===== src/rtl/uart_core.sv =====
// ============================================================================
// Module   : uart_core
// Brief    : Parametrised UART transceiver with RX FIFO, per-word error flags
//            and internal loopback.
// Revision : 1.0
// ============================================================================
`default_nettype none

module uart_core #(
    parameter int MHZ       = 50,
    parameter int BAUD      = 9600,
    parameter int DATA_BITS = 8,
    parameter int PARITY    = 0,
    parameter int STOP_BITS = 1,
    parameter int DEPTH     = 16
) (
    input  logic                       clock,
    input  logic                       reset,
    input  logic                       rxd,
    output logic                       txd,
    input  logic                       loopback,
    input  logic                       tx_vld,
    input  logic [DATA_BITS-1:0]       tx_data,
    output logic                       tx_rdy,
    input  logic                       rx_rd,
    output logic [DATA_BITS-1:0]       rx_data,
    output logic                       rx_perr,
    output logic                       rx_ferr,
    output logic                       rx_empty,
    output logic [$clog2(DEPTH):0]     rx_count,
    output logic                       rx_overflow
);

    localparam int c_CLKS = MHZ * 1000000 / BAUD;
    localparam int c_CW   = $clog2(c_CLKS);
    localparam int c_AW   = $clog2(DEPTH);
    localparam int c_WW   = DATA_BITS + 2;

    localparam logic [c_CW-1:0] c_BIT_END  = c_CW'(c_CLKS - 1);
    localparam logic [c_CW-1:0] c_HALF_END = c_CW'(c_CLKS / 2 - 1);
    localparam logic [2:0]      c_LAST_DAT = 3'(DATA_BITS - 1);
    localparam logic [2:0]      c_LAST_STP = 3'(STOP_BITS - 1);
    localparam logic            c_ODD      = (PARITY == 1);

    localparam logic [2:0] S_IDLE   = 3'd0;
    localparam logic [2:0] S_START  = 3'd1;
    localparam logic [2:0] S_DATA   = 3'd2;
    localparam logic [2:0] S_PARITY = 3'd3;
    localparam logic [2:0] S_STOP   = 3'd4;
    localparam logic [2:0] S_BREAK  = 3'd5;

    // ---------------- transmitter ----------------
    logic [2:0]           r_tx_state;
    logic [c_CW-1:0]      r_tx_cnt;
    logic [2:0]           r_tx_idx;
    logic [DATA_BITS-1:0] r_tx_shift;
    logic                 r_tx_par;
    logic                 r_tx_line;

    always_ff @(posedge clock or negedge reset) begin
        if (!reset) begin
            r_tx_state <= S_IDLE;
            r_tx_cnt   <= '0;
            r_tx_idx   <= '0;
            r_tx_shift <= '0;
            r_tx_par   <= 1'b0;
            r_tx_line  <= 1'b1;
        end else if (r_tx_state == S_IDLE) begin
            if (tx_vld) begin
                r_tx_state <= S_START;
                r_tx_line  <= 1'b0;
                r_tx_cnt   <= '0;
                r_tx_shift <= tx_data;
                r_tx_par   <= (^tx_data) ^ c_ODD;
            end
        end else if (r_tx_cnt != c_BIT_END) begin
            r_tx_cnt <= r_tx_cnt + 1'b1;
        end else begin
            r_tx_cnt <= '0;
            case (r_tx_state)
                S_START: begin
                    r_tx_state <= S_DATA;
                    r_tx_idx   <= '0;
                    r_tx_line  <= r_tx_shift[0];
                end
                S_DATA: begin
                    r_tx_shift <= r_tx_shift >> 1;
                    if (r_tx_idx == c_LAST_DAT) begin
                        r_tx_idx <= '0;
                        if (PARITY != 0) begin
                            r_tx_state <= S_PARITY;
                            r_tx_line  <= r_tx_par;
                        end else begin
                            r_tx_state <= S_STOP;
                            r_tx_line  <= 1'b1;
                        end
                    end else begin
                        r_tx_idx  <= r_tx_idx + 1'b1;
                        r_tx_line <= r_tx_shift[1];
                    end
                end
                S_PARITY: begin
                    r_tx_state <= S_STOP;
                    r_tx_line  <= 1'b1;
                end
                default: begin
                    if (r_tx_idx == c_LAST_STP) r_tx_state <= S_IDLE;
                    else                        r_tx_idx   <= r_tx_idx + 1'b1;
                end
            endcase
        end
    end

    assign tx_rdy = (r_tx_state == S_IDLE);
    assign txd    = loopback | r_tx_line;

    // ---------------- receiver ----------------
    logic                 w_rx_src;
    logic                 r_s1, r_s2, r_s3;
    logic [2:0]           r_rx_state;
    logic [c_CW-1:0]      r_rx_cnt;
    logic [2:0]           r_rx_idx;
    logic [DATA_BITS-1:0] r_rx_shift;
    logic                 r_rx_par;
    logic                 w_push;
    logic                 w_perr;

    assign w_rx_src = loopback ? r_tx_line : rxd;

    always_ff @(posedge clock or negedge reset) begin
        if (!reset) begin
            r_s1 <= 1'b1;
            r_s2 <= 1'b1;
            r_s3 <= 1'b1;
        end else begin
            r_s1 <= w_rx_src;
            r_s2 <= r_s1;
            r_s3 <= r_s2;
        end
    end

    always_ff @(posedge clock or negedge reset) begin
        if (!reset) begin
            r_rx_state <= S_IDLE;
            r_rx_cnt   <= '0;
            r_rx_idx   <= '0;
            r_rx_shift <= '0;
            r_rx_par   <= 1'b0;
        end else begin
            case (r_rx_state)
                S_IDLE: begin
                    if (r_s3 && !r_s2) begin
                        r_rx_state <= S_START;
                        r_rx_cnt   <= '0;
                    end
                end
                S_START: begin
                    if (r_rx_cnt == c_HALF_END) begin
                        r_rx_cnt   <= '0;
                        r_rx_idx   <= '0;
                        r_rx_state <= r_s2 ? S_IDLE : S_DATA;
                    end else begin
                        r_rx_cnt <= r_rx_cnt + 1'b1;
                    end
                end
                S_DATA, S_PARITY, S_STOP: begin
                    if (r_rx_cnt == c_BIT_END) begin
                        r_rx_cnt <= '0;
                        if (r_rx_state == S_DATA) begin
                            // LSB arrives first, so shift in from the top
                            r_rx_shift <= {r_s2, r_rx_shift[DATA_BITS-1:1]};
                            if (r_rx_idx == c_LAST_DAT)
                                r_rx_state <= (PARITY != 0) ? S_PARITY : S_STOP;
                            else
                                r_rx_idx <= r_rx_idx + 1'b1;
                        end else if (r_rx_state == S_PARITY) begin
                            r_rx_par   <= r_s2;
                            r_rx_state <= S_STOP;
                        end else begin
                            r_rx_state <= r_s2 ? S_IDLE : S_BREAK;
                        end
                    end else begin
                        r_rx_cnt <= r_rx_cnt + 1'b1;
                    end
                end
                default: begin
                    if (r_s2) r_rx_state <= S_IDLE;
                end
            endcase
        end
    end

    assign w_push = (r_rx_state == S_STOP) && (r_rx_cnt == c_BIT_END);
    assign w_perr = (PARITY != 0) ? ((^r_rx_shift) ^ r_rx_par ^ c_ODD) : 1'b0;

    // ---------------- receive FIFO ----------------
    logic [c_WW-1:0] r_mem [DEPTH];
    logic [c_AW-1:0] r_wr_ptr, r_rd_ptr;
    logic [c_AW:0]   r_count;
    logic            r_ovf;
    logic            w_full, w_empty, w_pop, w_wr;
    logic [c_WW-1:0] w_head;

    assign w_full  = (r_count == (c_AW + 1)'(DEPTH));
    assign w_empty = (r_count == '0);
    assign w_pop   = rx_rd & ~w_empty;
    assign w_wr    = w_push & (~w_full | w_pop);

    always_ff @(posedge clock) begin
        if (w_wr) r_mem[r_wr_ptr] <= {w_perr, ~r_s2, r_rx_shift};
    end

    always_ff @(posedge clock or negedge reset) begin
        if (!reset) begin
            r_wr_ptr <= '0;
            r_rd_ptr <= '0;
            r_count  <= '0;
            r_ovf    <= 1'b0;
        end else begin
            if (w_wr)  r_wr_ptr <= r_wr_ptr + 1'b1;
            if (w_pop) r_rd_ptr <= r_rd_ptr + 1'b1;
            if (w_wr && !w_pop)      r_count <= r_count + 1'b1;
            else if (!w_wr && w_pop) r_count <= r_count - 1'b1;
            if (w_push && w_full && !w_pop) r_ovf <= 1'b1;
        end
    end

    // Gate the head so outputs read 0 while empty (memory is not reset)
    assign w_head      = w_empty ? '0 : r_mem[r_rd_ptr];
    assign rx_data     = w_head[DATA_BITS-1:0];
    assign rx_ferr     = w_head[DATA_BITS];
    assign rx_perr     = w_head[DATA_BITS+1];
    assign rx_empty    = w_empty;
    assign rx_count    = r_count;
    assign rx_overflow = r_ovf;

endmodule

`default_nettype wire


===== config.mk =====
export PLATFORM = sky130hd
export DESIGN_NAME = uart_core
export DESIGN_NICKNAME = d
export VERILOG_FILES = /design/src/rtl/uart_core.sv
export SDC_FILE = /design/constraint.sdc
export NUM_CORES = 1
export LEC_CHECK = 0
export CAP_MARGIN = 20
export CORE_ASPECT_RATIO = 1.25
export CORE_MARGIN = 4
export CORE_UTILIZATION = 44
export CTS_BUF_LIST = sky130_fd_sc_hd__clkbuf_8
export DETAILED_ROUTE_END_ITERATION = 10
export SYNTH_ARGS = -nofsm -noshare
export SYNTH_HDL_FRONTEND = slang
export SYNTH_SLANG_ARGS = --single-unit

===== constraint.sdc =====
create_clock -name clock -period 4.6 [get_ports clock]
set_clock_uncertainty 0.2 [all_clocks]
set_input_delay 1.15 -clock clock [delete_from_list [all_inputs] [get_ports clock]]
set_output_delay 1.15 -clock clock [all_outputs]
set_load 0.01 [all_outputs]

==> impl_metrics.ini <==
[logic_synthesis]
synthCells = 640
synthTopCellsByCount = edfxtp_1, dfrtp_1, nand2_1, mux4_2, o21ai_0
ys_types = 64
synth.largest_area_cell = edfxtp_1
ys.flop_type = edfxtp_1
synth_most_common_cell = edfxtp_1
seq_area_frac_synth_pct = 65.1
synth_top_area_share_pct = 45.9
synth.avg_cell_area_sq_um = 14.7
yosys-top-cells-area = edfxtp_1, dfrtp_1, mux4_2, nand2_1, ha_1
ys_warn_count = 0
synth_seq_cells = 216
async_reset_ff_share_pct = 33.3
synth_edf_count = 144
syn_area_sq_um = 9420
synth_nets = 672

[clock_tree]
cts_tree = yes
cts_resized = 0
cts_max_level = 2
clockBufferDepth = 3
cts_sinks = 216
clk_pin_slew_ns = 0.06
clock-root-buffer = clkbuf_8
cts_setup_buffers = 0
cts_made_buffers = 35
ctsHoldBuffers = 0
worstSkewPairLatency_ns = 0.51

[global_route]
grt_first_pass_wirelength_um = 30200
grt_overflow_total = 0
groute.usage.overall_pct = 16.0
grt_max_degree = 73
first_global_vias = 5723
antenna_found_initial = 0

[critical_path]
reg2reg_to = rx_count[4]$_DFFE_PN0P_
reg2reg_from = rx_count[0]$_DFFE_PN0P_
critPathCapture = rx_data[6]
ff2ff_setup_slack_ns = 1.01
worstPathArrival_ns = 2.96
cp.required_ns = 3.25
critPathLaunch = rx_count[0]$_DFFE_PN0P_
endpoint_kind = output pin
r2r_cells = 12
cp-start-kind = register
worstSetupPathType = register to output pin
cp_max_fo = 9

[placement]
gp_congestion = 0.845
place_hpwl_um = 11700
numPortBuffers = 31
dpl_cell_area_sq_um = 10100

[floorplan]
die_width_um = 139
core_sq_um = 21000
rows = 59
start_util_pct = 44.9
fp.dieArea_sq_um = 23800
dieHeight_um = 172
io_pins = 33

[timing]
rsz0062_at_grt = false
maxSlewHeadroom_pct = 38.8
hold_viol_final = 0
tns_ns = 0
worstMarginPinSlew_ns = 0.918
setup_viol = 0
final.period_utilization_pct = 93.6
fmax_mhz = 232
slew_viol_final = 0
hold_slack_ns = 0.179
min_period_ns = 4.31

[layout]
fin_area_sq_um = 10800
fin_nets = 732
fin_util_pct = 51.5
n_antenna_cell = 0
drive_gt1_share_pct = 17.9
area_growth_pct = 14.5

[power]
power_leakage_nw = 4.31
peakVddDrop_mv = 0.295
powerDensity_nw_per_um2 = 480

[routing]
first_iter_violations = 320
first_pass_iters = 4
avgRoutedWirePerCell_um = 18.8
drcViolationCount = 0
via_per_inst = 5.50
routed_wl_um = 18800
vias = 5505
ant_nets = 0

[status]
status = complete, no violations

[hold_path]
min-delay-start = r_s1$_DFF_PN1_
hold_path_class = register to register

[run]
drv_cap = 0
==> cells in the final DEF (no fill, tap or decap), types with 3 or more instances in the layout <==
master           synthesis  final
xnor2_1                  8      8
nor3_1                   7      7
a31oi_1                 11     11
ha_1                    17     17
o22ai_1                  9      9
a21o_1                   3      3
nor4bb_1                 3      3
o21ai_0                 35     35
edfxtp_1               144    144
dfstp_2                  4      4
buf_4                    1     19
mux2i_1                 21     21
nor2_1                  28     28
clkdlybuf4s50_1          0     30
nand2_1                 64     64
nand4_1                  7      7
clkbuf_8                 0     36
or2_2                    4      4
nor3b_1                  4      4
and3b_1                  3      3
o31ai_1                  5      5
dfrtp_1                 68     67
nor2b_1                  4      4
nand2b_1                 8      8
nand3_1                 15     15
clkinv_1                 0     11
mux4_2                  36     36
or4_1                    3      3
or3_1                    4      4
inv_1                   17     30
mux2_2                  17     17
a21oi_1                 17     17
a22o_1                   7      7
==> critical path: stages (launching register included) <==
cell	delay [ns]
dfrtp_1	0.43
or4_1	0.55
or2_2	0.34
nand2b_1	0.36
o22ai_1	0.24
clkdlybuf4s50_1	0.52
==> final cells by class <==
| type | count | area [sq um] |
|---|---|---|
| Fill cell | 1841 | 10200 |
| Timing Repair Buffer | 51 | 483 |
| Inverter | 17 | 63.8 |
| Multi-Input combinational cell | 379 | 3110 |
| Clock inverter | 28 | 166 |
| Sequential cell | 216 | 6130 |
| Clock buffer | 36 | 495 |
| Tap cell | 274 | 343 |
==> routing by layer <==
metal  vias up  GRT usage, %  part of all wire, %
met5         -             0                    0
met3        30          3.39                  4.8
li1       2591             -                    -
met1      2752          19.7                   41
met2       132          28.7                   52
met4         0          4.64                  1.8
==> flip-flops by register name, indices dropped and copies added, names as in the netlist, 4 cells and up <==
register	cells
r_mem	144
rx_count	5
r_rx_cnt	13
r_tx_shift	8
r_wr_ptr	4
r_tx_cnt	13
r_rd_ptr	4
r_rx_shift	8
==> stage by stage <==
stage | total power [mW] | setup slack [ns] | std cells
floorplan | 3.28 | 1.20 | 640
global placement | 3.62 | 0.641 | 937
detailed placement | 3.67 | 0.572 | 937
CTS | 5.26 | 0.278 | 1001
global route | 5.50 | 0.179 | 1001
finish | 5.18 | 0.294 | 1001
==> cell families after synthesis <==
kind of cell | synth area share (%)
compound gates | 7.04
xor+xnor | 0.930
fa+ha+maj | 2.47
buf+inv | 1.95
flops | 65.1
mux | 13.1
other cells | 0.0398
simple gates | 9.36
==> power breakdown <==
part	internal, mW	switching (mW)	leakage, nW
Clock	0.842	0.724	0.378
Sequential	2.22	0.181	2.57
Combinational	0.553	0.652	1.37
Total	3.62	1.56	4.31
==> worst min path at each step <==
stage	end	slack [ns]	cells after the start
3_3_place_gp	r_s2$_DFF_PN1_	0.17	0
6_report	r_s2$_DFF_PN1_	0.18	0
5_1_grt	r_s2$_DFF_PN1_	0.18	0
2_1_floorplan	r_s2$_DFF_PN1_	0.15	0
4_1_cts	r_s2$_DFF_PN1_	0.19	0
3_5_place_dp	r_s2$_DFF_PN1_	0.17	0
Power figures use the tool's default switching activity.
